### src/rtl/mcif_rsp_demux4_if.sv
// Bus bundle for mcif_rsp_demux4: command recording, memory read-data and
// client read-data channels. Optional cli_last exists when MCIF_RSP_LAST_EN
// is defined.
interface mcif_rsp_demux4_if #(
  parameter int DW     = 128,
  parameter int LEN_W  = 4,
  parameter int TRK_AW = 3
);
  logic              cmd_push;
  logic [1:0]        cmd_id;
  logic [LEN_W-1:0]  cmd_len;
  logic              cmd_full;
  logic [TRK_AW:0]   trk_cnt;
  logic              rd_vld;
  logic [DW-1:0]     rd_data;
  logic              rd_rdy;
  logic [3:0]        cli_vld;
  logic [DW-1:0]     cli_data;
  logic [3:0]        cli_rdy;
  logic              orphan_err;
`ifdef MCIF_RSP_LAST_EN
  logic              cli_last;

  modport master (
    output cmd_push, cmd_id, cmd_len, rd_vld, rd_data, cli_rdy,
    input  cmd_full, trk_cnt, rd_rdy, cli_vld, cli_data, orphan_err, cli_last
  );
  modport slave (
    input  cmd_push, cmd_id, cmd_len, rd_vld, rd_data, cli_rdy,
    output cmd_full, trk_cnt, rd_rdy, cli_vld, cli_data, orphan_err, cli_last
  );
`else
  modport master (
    output cmd_push, cmd_id, cmd_len, rd_vld, rd_data, cli_rdy,
    input  cmd_full, trk_cnt, rd_rdy, cli_vld, cli_data, orphan_err
  );
  modport slave (
    input  cmd_push, cmd_id, cmd_len, rd_vld, rd_data, cli_rdy,
    output cmd_full, trk_cnt, rd_rdy, cli_vld, cli_data, orphan_err
  );
`endif
endinterface

### src/rtl/mcif_rsp_demux4.sv
// mcif_rsp_demux4: routes memory read beats back to the client that issued
// the read. Each issued read records {grant id, beats-1} in an in-order
// tracking FIFO; beats are counted against the head entry, which pops on its
// last beat. Define MCIF_RSP_LAST_EN to add the cli_last end-of-burst flag.
module mcif_rsp_demux4 #(
  parameter int DW        = 128,
  parameter int LEN_W     = 4,
  parameter int TRK_DEPTH = 8,
  parameter int TRK_AW    = 3
) (
  input  logic                clk,
  input  logic                rst_n,
  mcif_rsp_demux4_if.slave    bus
);

  typedef struct packed {
    logic [1:0]       id;
    logic [LEN_W-1:0] len;
  } trk_t;

  localparam logic [TRK_AW:0] DEPTH_V = (TRK_AW+1)'(TRK_DEPTH);

  trk_t              trk_mem [TRK_DEPTH];
  logic [TRK_AW-1:0] wr_ptr, rd_ptr;
  logic [TRK_AW:0]   cnt;
  logic [LEN_W-1:0]  beat_cnt;
  logic              orphan;

  trk_t              head;
  logic              head_vld, full, push, beat, last, pop, rdy;
  logic [3:0]        lane_vld;

  assign head     = trk_mem[rd_ptr];
  assign head_vld = (cnt != '0);
  // Full is judged on registered occupancy only, so a pop in the same cycle
  // never lets a push through.
  assign full     = (cnt == DEPTH_V);
  assign push     = bus.cmd_push & ~full;
  assign rdy      = head_vld & bus.cli_rdy[head.id];
  assign beat     = bus.rd_vld & rdy;
  assign last     = (beat_cnt == head.len);
  assign pop      = beat & last;

  // One valid lane per client; only the head entry's client sees the beat.
  for (genvar i = 0; i < 4; i++) begin : g_lane
    assign lane_vld[i] = bus.rd_vld & head_vld & (head.id == 2'(i));
  end

  assign bus.cli_vld    = lane_vld;
  assign bus.cli_data   = bus.rd_data;
  assign bus.rd_rdy     = rdy;
  assign bus.cmd_full   = full;
  assign bus.trk_cnt    = cnt;
  assign bus.orphan_err = orphan;
`ifdef MCIF_RSP_LAST_EN
  assign bus.cli_last   = (lane_vld != 4'b0000) & last;
`endif

  // Tracking storage; contents only matter while counted as occupied.
  always_ff @(posedge clk) begin
    if (push) trk_mem[wr_ptr] <= '{id: bus.cmd_id, len: bus.cmd_len};
  end

  // FIFO pointers and occupancy; pointers wrap naturally at TRK_DEPTH.
  always_ff @(posedge clk or negedge rst_n) begin
    if (!rst_n) begin
      wr_ptr <= '0;
      rd_ptr <= '0;
      cnt    <= '0;
    end else begin
      if (push) wr_ptr <= wr_ptr + 1'b1;
      if (pop)  rd_ptr <= rd_ptr + 1'b1;
      case ({push, pop})
        2'b10:   cnt <= cnt + 1'b1;
        2'b01:   cnt <= cnt - 1'b1;
        default: cnt <= cnt;
      endcase
    end
  end

  // Beat counter within the head burst; restarts on the last beat.
  always_ff @(posedge clk or negedge rst_n) begin
    if (!rst_n)    beat_cnt <= '0;
    else if (beat) beat_cnt <= last ? '0 : beat_cnt + 1'b1;
  end

  // Sticky flag for a beat presented with nothing outstanding.
  always_ff @(posedge clk or negedge rst_n) begin
    if (!rst_n)                        orphan <= 1'b0;
    else if (bus.rd_vld & ~head_vld)   orphan <= 1'b1;
  end

endmodule

### src/flat_wrapper.sv
// flat-port wrapper written by rule: the top's interface ports become plain ports
module mcif_rsp_demux4_flat 
#(
  parameter int DW        = 128,
  parameter int LEN_W     = 4,
  parameter int TRK_DEPTH = 8,
  parameter int TRK_AW    = 3
)
  (clk, rst_n, bus_cmd_push, bus_cmd_id, bus_cmd_len, bus_rd_vld, bus_rd_data, bus_cli_rdy, bus_cmd_full, bus_trk_cnt, bus_rd_rdy, bus_cli_vld, bus_cli_data, bus_orphan_err);
  mcif_rsp_demux4_if #(.DW(DW), .LEN_W(LEN_W), .TRK_AW(TRK_AW)) bus_i ();
  input  logic clk;
  input  logic rst_n;
  input wire logic [$bits(bus_i.cmd_push)-1:0] bus_cmd_push;
  input wire logic [$bits(bus_i.cmd_id)-1:0] bus_cmd_id;
  input wire logic [$bits(bus_i.cmd_len)-1:0] bus_cmd_len;
  input wire logic [$bits(bus_i.rd_vld)-1:0] bus_rd_vld;
  input wire logic [$bits(bus_i.rd_data)-1:0] bus_rd_data;
  input wire logic [$bits(bus_i.cli_rdy)-1:0] bus_cli_rdy;
  output wire logic [$bits(bus_i.cmd_full)-1:0] bus_cmd_full;
  output wire logic [$bits(bus_i.trk_cnt)-1:0] bus_trk_cnt;
  output wire logic [$bits(bus_i.rd_rdy)-1:0] bus_rd_rdy;
  output wire logic [$bits(bus_i.cli_vld)-1:0] bus_cli_vld;
  output wire logic [$bits(bus_i.cli_data)-1:0] bus_cli_data;
  output wire logic [$bits(bus_i.orphan_err)-1:0] bus_orphan_err;
  assign bus_i.cmd_push = bus_cmd_push;
  assign bus_i.cmd_id = bus_cmd_id;
  assign bus_i.cmd_len = bus_cmd_len;
  assign bus_i.rd_vld = bus_rd_vld;
  assign bus_i.rd_data = bus_rd_data;
  assign bus_i.cli_rdy = bus_cli_rdy;
  assign bus_cmd_full = bus_i.cmd_full;
  assign bus_trk_cnt = bus_i.trk_cnt;
  assign bus_rd_rdy = bus_i.rd_rdy;
  assign bus_cli_vld = bus_i.cli_vld;
  assign bus_cli_data = bus_i.cli_data;
  assign bus_orphan_err = bus_i.orphan_err;
  mcif_rsp_demux4 #(.DW(DW), .LEN_W(LEN_W), .TRK_DEPTH(TRK_DEPTH), .TRK_AW(TRK_AW)) u_core (.clk(clk), .rst_n(rst_n), .bus(bus_i));
endmodule
### config.mk
export PLATFORM = sky130hd
export DESIGN_NAME = mcif_rsp_demux4_flat
export DESIGN_NICKNAME = d
export VERILOG_FILES = /design/src/rtl/mcif_rsp_demux4_if.sv /design/src/rtl/mcif_rsp_demux4.sv /design/src/flat_wrapper.sv
export SDC_FILE = /design/constraint.sdc
export NUM_CORES = 1
export LEC_CHECK = 0
export ABC_AREA = 1
export BUFFER_PORTS_ARGS = -buffer_cell sky130_fd_sc_hd__buf_2
export CAP_MARGIN = 20
export CELL_PAD_IN_SITES_DETAIL_PLACEMENT = 0
export CELL_PAD_IN_SITES_GLOBAL_PLACEMENT = 1
export CORE_MARGIN = 1
export CORE_UTILIZATION = 26
export CTS_CLUSTER_SIZE = 40
export DETAILED_ROUTE_END_ITERATION = 16
export GPL_ROUTABILITY_DRIVEN = 0
export PLACE_DENSITY = 0.85
export SLEW_MARGIN = 20
export SYNTH_ARGS = -nofsm -noshare
export SYNTH_HDL_FRONTEND = slang
export SYNTH_SLANG_ARGS = --single-unit
### constraint.sdc
create_clock -name clk -period 2.57 [get_ports clk]
set_input_delay 0.514 -clock clk [delete_from_list [all_inputs] [get_ports clk]]
set_output_delay 0.514 -clock clk [all_outputs]
set_load 0.005 [all_outputs]
==> results of run 1 <==
## worst max-delay path, stage by stage (launching register included)
cell and delay (ns):
dfrtp_2 0.47, inv_4 0.11, buf_4 0.13, nand2_1 0.07, nand3_1 0.07, nand2_1 0.06, nand2_1 0.07, nand2_1 0.07
nand2_2 0.07, nand3_2 0.09, nor2_4 0.15, nand3_4 0.10, inv_4 0.08, ha_4 0.14, ha_1 0.22, nand2_1 0.06
nor2_1 0.04, a211oi_2 0.16, nor2_1 0.06, nor2_1 0.08, nand2_1 0.06, xor2_1 0.14
## flip-flops by register name, indices dropped and copies added (netlist names)
register and count:
u_core.trk_mem 48, u_core.bus.orphan_err 1, u_core.bus.trk_cnt 4, u_core.wr_ptr 3, u_core.rd_ptr 3, u_core.beat_cnt 4
## worst max-delay path by stage
stage | depth (start not counted) | endpoint | start
final | 21 | u_core.bus.trk_cnt[3] | u_core.rd_ptr[0]
after global routing | 21 | u_core.bus.trk_cnt[3] | u_core.rd_ptr[0]
after detailed placement | 21 | u_core.bus.trk_cnt[3] | u_core.rd_ptr[0]
after global placement | 21 | u_core.bus.trk_cnt[3] | u_core.rd_ptr[0]
after CTS | 21 | u_core.bus.trk_cnt[3] | u_core.rd_ptr[0]
after floorplan | 22 | u_core.bus.trk_cnt[3] | u_core.rd_ptr[0]
## metal layers
layer / up-vias / share of wire, % / track usage, %
li1: 1175 / - / -
met5: - / 0 / 0
met2: 129 / 46 / 14.8
met4: 0 / 2.9 / 6.86
met1: 1120 / 39 / 10.3
met3: 25 / 12 / 6.66
## synthesized netlist by cell type, drive strengths merged (2+ instances only)
cell    count  area, µm²
buf       136       1050
nand2     110        430
edfxtp     48       1440
inv        46        173
nand3      40        238
nor2       26        118
dfrtp      15        375
ha          6       75.1
nor3        6       30.0
o21ai       6       30.0
xor2        5       43.8
nand4       3       18.8
nand3b      2       15.0
xnor2       2       17.5
## cell families (layout without fill, tap and decap cells)
| group | Yosys count | in the layout | share of synthesized area [%] |
|---|---|---|---|
| compound gates | 8 | 8 | 1.10 |
| xor+xnor | 7 | 7 | 1.50 |
| buf+inv | 183 | 118 | 29.9 |
| fa+ha+maj | 7 | 7 | 2.32 |
| simple gates | 188 | 188 | 20.9 |
| flops | 63 | 63 | 44.3 |
## cell type report
cell class / instances / area [µm²] / area share [%]
Clock buffer: 9 / 225 / 5.49
Clock inverter: 6 / 62.6 / 1.52
Inverter: 47 / 181 / 4.42
Multi-Input combinational cell: 210 / 1140 / 27.8
Sequential cell: 63 / 1820 / 44.3
Tap cell: 211 / 264 / 6.43
Timing Repair Buffer: 56 / 410 / 10.0
## what timing repair did
item / 4_1_cts / 5_1_grt
hold buffers: 0 / 0
buffers inserted: 1 / 3
gates cloned: 0 / 1
endpoints found under the setup margin: 1 / 4
gates resized for setup: 3 / 18
pin swaps: 3 / 5
## metrics by stage
stage | TNS, ns | std cells
2_1_floorplan | -0.0381 | 456
3_3_place_gp | -0.0425 | 582
3_5_place_dp | -0.114 | 582
4_1_cts | -0.0838 | 598
5_1_grt | -0.447 | 602
6_report | -0.0635 | 602
## placed cells by master (no fill, tap or decap), types with 11 or more instances in the layout
| cell | n |
|---|---|
| dfrtp_1 | 14 |
| nand2_2 | 13 |
| buf_4 | 27 |
| edfxtp_1 | 48 |
| nand3_1 | 28 |
| buf_2 | 24 |
| inv_1 | 43 |
| nor2_1 | 22 |
| nand2_1 | 96 |
| nand3_2 | 11 |
## power by group through the flow
stage | logic, mW | registers (mW) | clock network [mW]
floorplan | 1.56 | 1.47 | 0
global placement | 2.04 | 1.48 | 0
detailed placement | 2.08 | 1.49 | 0
CTS | 2.11 | 1.47 | 1.18
global route | 2.59 | 1.50 | 1.22
finish | 2.29 | 1.48 | 1.15
==> flow_metrics.tcl, run 1 <==
set metrics [dict create \
    status "finished with violations" \
    violations "negative setup slack" \
    yosys_warnings 0 \
    ff2ff_path_depth 21 \
    final_hold_viol_count 0 \
    finalWorstSetupSlack_ns -0.0635 \
    die_area_um2 16300 \
    drt-total-wl_um 7820 \
    track_usage_pct 10.0 \
    grt_max_degree 28 \
    row_count 45 \
    cts_made_buffers 9 \
    hpwl_um 5880 \
    synth_edf_count 48 \
    maxCapViolCount 0 \
    vias 2449 \
    tightestPinTransition_ns 0.712 \
    start_util_pct 26.8 \
    worst_clock_skew_ns 0.00416 \
    core_um2 15300 \
    firstDrtPassIters 4 \
    drt-wirelength-per-cell_um 13.0 \
    finalSetupViolCount 1 \
    drv_slew 0 \
    die_x_um 128 \
    insertion_delay_ns 0.33 \
    power.switching_mw 1.81 \
    avgViaCountPerCell 4.07 \
    crit_type "flip-flop to flip-flop" \
    p_int_mw 3.11 \
    p_leak_nw 1.82 \
    period_share_pct 102 \
    cp-start-kind "flip-flop" \
    crit_fanout 4 \
    drive_gt1_share_pct 28.1 \
    async_reset_ff_share_pct 23.8 \
    synth_cell_types 31 \
    seq_power_share_pct 30.1 \
    antenna_found_initial 0 \
    hp-class "input port to async pin" \
    arrival_ns 2.85 \
    placed_cell_area_um2 3690 \
    reg2reg_from "u_core.rd_ptr[0]" \
    p_sw_share_pct 36.8 \
    clockRootBuffer "clkbuf_16" \
    vdd_ir_drop_max_uv 400 \
    grt_pass1_vias 2420 \
    power_mw 4.92 \
    netlist_area_um2 4100 \
    r2r-end "u_core.bus.trk_cnt[3]" \
    whs_ns 0.101 \
    io_pins 281 \
    htreeDepth 3 \
    fillerInstances 1647 \
    syn2layout_area_growth_pct 0.153 \
    drtIter0Drc 134 \
    syn-mean-instance-area_um2 8.99 \
    clk_pin_slew_ns 0.05 \
    antenna_cells 0 \
    clockBufferDepth 2 \
    drtAntennaViolNets 0 \
    preCtsSetupSlack_ns -0.114 \
    finalCoreUtilization_pct 26.8 \
    synth_seq_cells 63 \
    grt_pass1_wl_um 12200 \
    die_h_um 128 \
    io_buffers 24 \
    cts_tree "yes" \
    final_net_count 536 \
    drc 0 \
    rsz0062_at_grt "true" \
    p_per_area_nw_per_um2 1200 \
    reg2reg_slack_ns -0.06 \
    max_freq_mhz 380 \
    grt_overflow 0 \
    syn_inst 456 \
    ys_seq_area_share_pct 44.3 \
    critical_path.endpoint_type "flip-flop" \
    cp.required_ns 2.78 \
    clock_sinks 63 \
    relSlewSlack_pct 52.4 \
    fin_crit_ns 2.63 \
    synthFlopType "edfxtp_1" \
    comb_power_share_pct 46.5 \
    finalInstanceArea_um2 4100 \
    synth_nets 605 \
    power_frac_clock_pct 23.4 \
]
Power figures use the tool's default switching activity.
==> run 2: changes to the inputs <==
--- a/config.mk
+++ b/config.mk
@@ -5,7 +5,6 @@
 export SDC_FILE = /design/constraint.sdc
 export NUM_CORES = 1
 export LEC_CHECK = 0
-export ABC_AREA = 1
 export BUFFER_PORTS_ARGS = -buffer_cell sky130_fd_sc_hd__buf_2
 export CAP_MARGIN = 20
 export CELL_PAD_IN_SITES_DETAIL_PLACEMENT = 0
==> flow_metrics.tcl, run 2 <==
set metrics [dict create \
    p_leak_nw 1.43 \
    status "finished with violations" \
    drc 0 \
    maxCapViolCount 0 \
    synth_nets 445 \
    io_buffers 24 \
    syn2layout_area_growth_pct 1.83 \
    drive_gt1_share_pct 44.8 \
    synth_commonest_cells "buf_4, edfxtp_1, nand2_1" \
    clockBufferDepth 2 \
    violations "negative setup slack" \
    p_per_area_nw_per_um2 1140 \
    synth_edf_count 48 \
    max_freq_mhz 307 \
    synth_most_common_cell "buf_4" \
    drv_slew 0 \
    tightestPinTransition_ns 0.732 \
    hpwl_um 10600 \
    io_pins 281 \
    layout_common_cells "edfxtp_1, buf_2, buf_4" \
    cts_made_buffers 9 \
    antenna_found_initial 0 \
    netlist_area_um2 3690 \
    firstDrtPassIters 4 \
    die_area_um2 14700 \
    synth_seq_cells 63 \
    die_h_um 121 \
    arrival_ns 3.46 \
    clockRootBuffer "clkbuf_16" \
    drtIter0Drc 126 \
    synth_top_cell_area_share_pct 39.0 \
    drt-total-wl_um 12800 \
    vdd_ir_drop_max_uv 676 \
    crit_fanout 6 \
    grt_pass1_vias 1873 \
    die_x_um 121 \
    power_mw 4.29 \
    cts_tree "yes" \
    avgViaCountPerCell 4.47 \
    clock_sinks 63 \
    largest_register_ffs 48 \
    relSlewSlack_pct 50.9 \
    regMostFlops "u_core.trk_mem" \
    insertion_delay_ns 0.32 \
    yosysTopAreaCell "edfxtp_1" \
    yosys_warnings 0 \
    async_reset_ff_share_pct 23.8 \
    period_share_pct 127 \
    htreeDepth 3 \
    final_hold_viol_count 0 \
    clk_pin_slew_ns 0.05 \
    drt-wirelength-per-cell_um 31.0 \
    preCtsSetupSlack_ns -0.738 \
    core_um2 13900 \
    synth_cell_types 34 \
    final_net_count 376 \
    netlist_top_cells_area "edfxtp_1, buf_4, dfrtp_1, mux4_2, ha_1" \
    track_usage_pct 16.7 \
    row_count 43 \
    ys_seq_area_share_pct 49.2 \
    vias 1841 \
    critical_path.endpoint_type "flip-flop" \
    cp-start-kind "flip-flop" \
    finalSetupViolCount 11 \
    slowest_delay_ns 0.52 \
    crit_chain "mux2_4 > mux4_2 > mux4_2 > and2_4 > and2_4 > ha_4 > buf_4 > ha_4 > a21oi_4 > xnor2_1 > nor2_1 > xor2_1" \
    start_util_pct 26.6 \
    fin_crit_ns 3.26 \
    cp_slowest_cell "mux4_2" \
    crit_type "flip-flop to flip-flop" \
    syn-mean-instance-area_um2 12.5 \
    finalWorstSetupSlack_ns -0.690 \
    antenna_cells 0 \
    layout_commonest_cell "edfxtp_1" \
    synthFlopType "edfxtp_1" \
    hold_buffers 0 \
    grt_max_degree 16 \
    cp.required_ns 2.77 \
    grt_pass1_wl_um 16100 \
    hp-class "input port to async pin" \
    drtAntennaViolNets 0 \
    syn_inst 296 \
    grt_overflow 0 \
    worst_clock_skew_ns 0.00430 \
    rsz0062_at_grt "true" \
]
## run 2: layer usage
metal | GRT usage (%) | routed length, µm | up-vias
met4 | 3.63 | 158 | 0
met5 | 0 | 0 | -
li1 | - | - | 745
met3 | 23.6 | 3840 | 13
met2 | 26.3 | 6060 | 215
met1 | 10.7 | 2710 | 868
## run 2: timing repair
action / in CTS / in global routing
pin swaps: 7 / 2
setup buffers: 8 / 4
resized for setup: 19 / 9
endpoints found under the setup margin: 12 / 11
## run 2: critical path: cells and delay by family, from the launching register on
family                   cells  cell delay (ns)
flip-flops                   1             0.47
multiplexers                 3             1.30
XOR/XNOR                     2             0.27
adder cells (fa/ha/maj)      2             0.39
AO/OA/AOI/OAI                1             0.16
buffers and inverters        1             0.15
AND/OR/NAND/NOR              3             0.39
## run 2: cell families after synthesis
logic type                 count (synthesis)  synth area share (%)
muxes                                     23                  10.7
buffers and inverters                    137                  27.2
and+or+nand+nor                           46                  6.27
DFF                                       63                  49.2
adders and majority gates                  7                  2.57
xor gates and xnor gates                  11                  2.61
AOI/OAI and AO/OA                          9                  1.52
## run 2: cell type report
type	instances	area, µm²
Fill cell	1399	10100
Inverter	6	25.0
Tap cell	180	225
Timing Repair Buffer	51	379
Sequential cell	63	1820
Multi-Input combinational cell	96	1000
Clock inverter	7	87.6
Clock buffer	9	225
## run 2: power breakdown
group | internal, mW | total (mW) | leakage, nW | switching (mW)
clock | 0.839 | 1.25 | 0.147 | 0.416
sequential | 1.32 | 1.50 | 0.614 | 0.178
combinational | 0.841 | 1.54 | 0.665 | 0.695
## run 2: path summary, 6_finish.rpt
kind | startpoint | endpoint | slack (ns) | cells after the start
min | rst_n | u_core.wr_ptr[0] | 0.1 | 1
max in group asynchronous | rst_n | u_core.rd_ptr[0] | 2.19 | 1
min in group clk | bus_rd_vld | u_core.bus.orphan_err | 0.45 | 2
min reg2reg | u_core.bus.orphan_err | u_core.bus.orphan_err | 0.54 | 1
max reg2reg | u_core.rd_ptr[0] | u_core.bus.trk_cnt[3] | -0.69 | 12
max | u_core.rd_ptr[0] | u_core.bus.trk_cnt[3] | -0.69 | 12
## run 2: through the flow
step                      setup TNS [ns]  hold WS, ns  util, %  std cells  cell area, µm²
after floorplan                    -1.60        0.218        -        296            3730
after global placement             -1.47        0.440     23.4        386            3240
after detailed placement           -2.05        0.443     23.4        386            3240
after CTS                          -3.11       0.0994     26.6        409            3690
after global routing               -4.16        0.108     27.1        412            3760
final                              -3.64       0.0950     27.1        412            3760
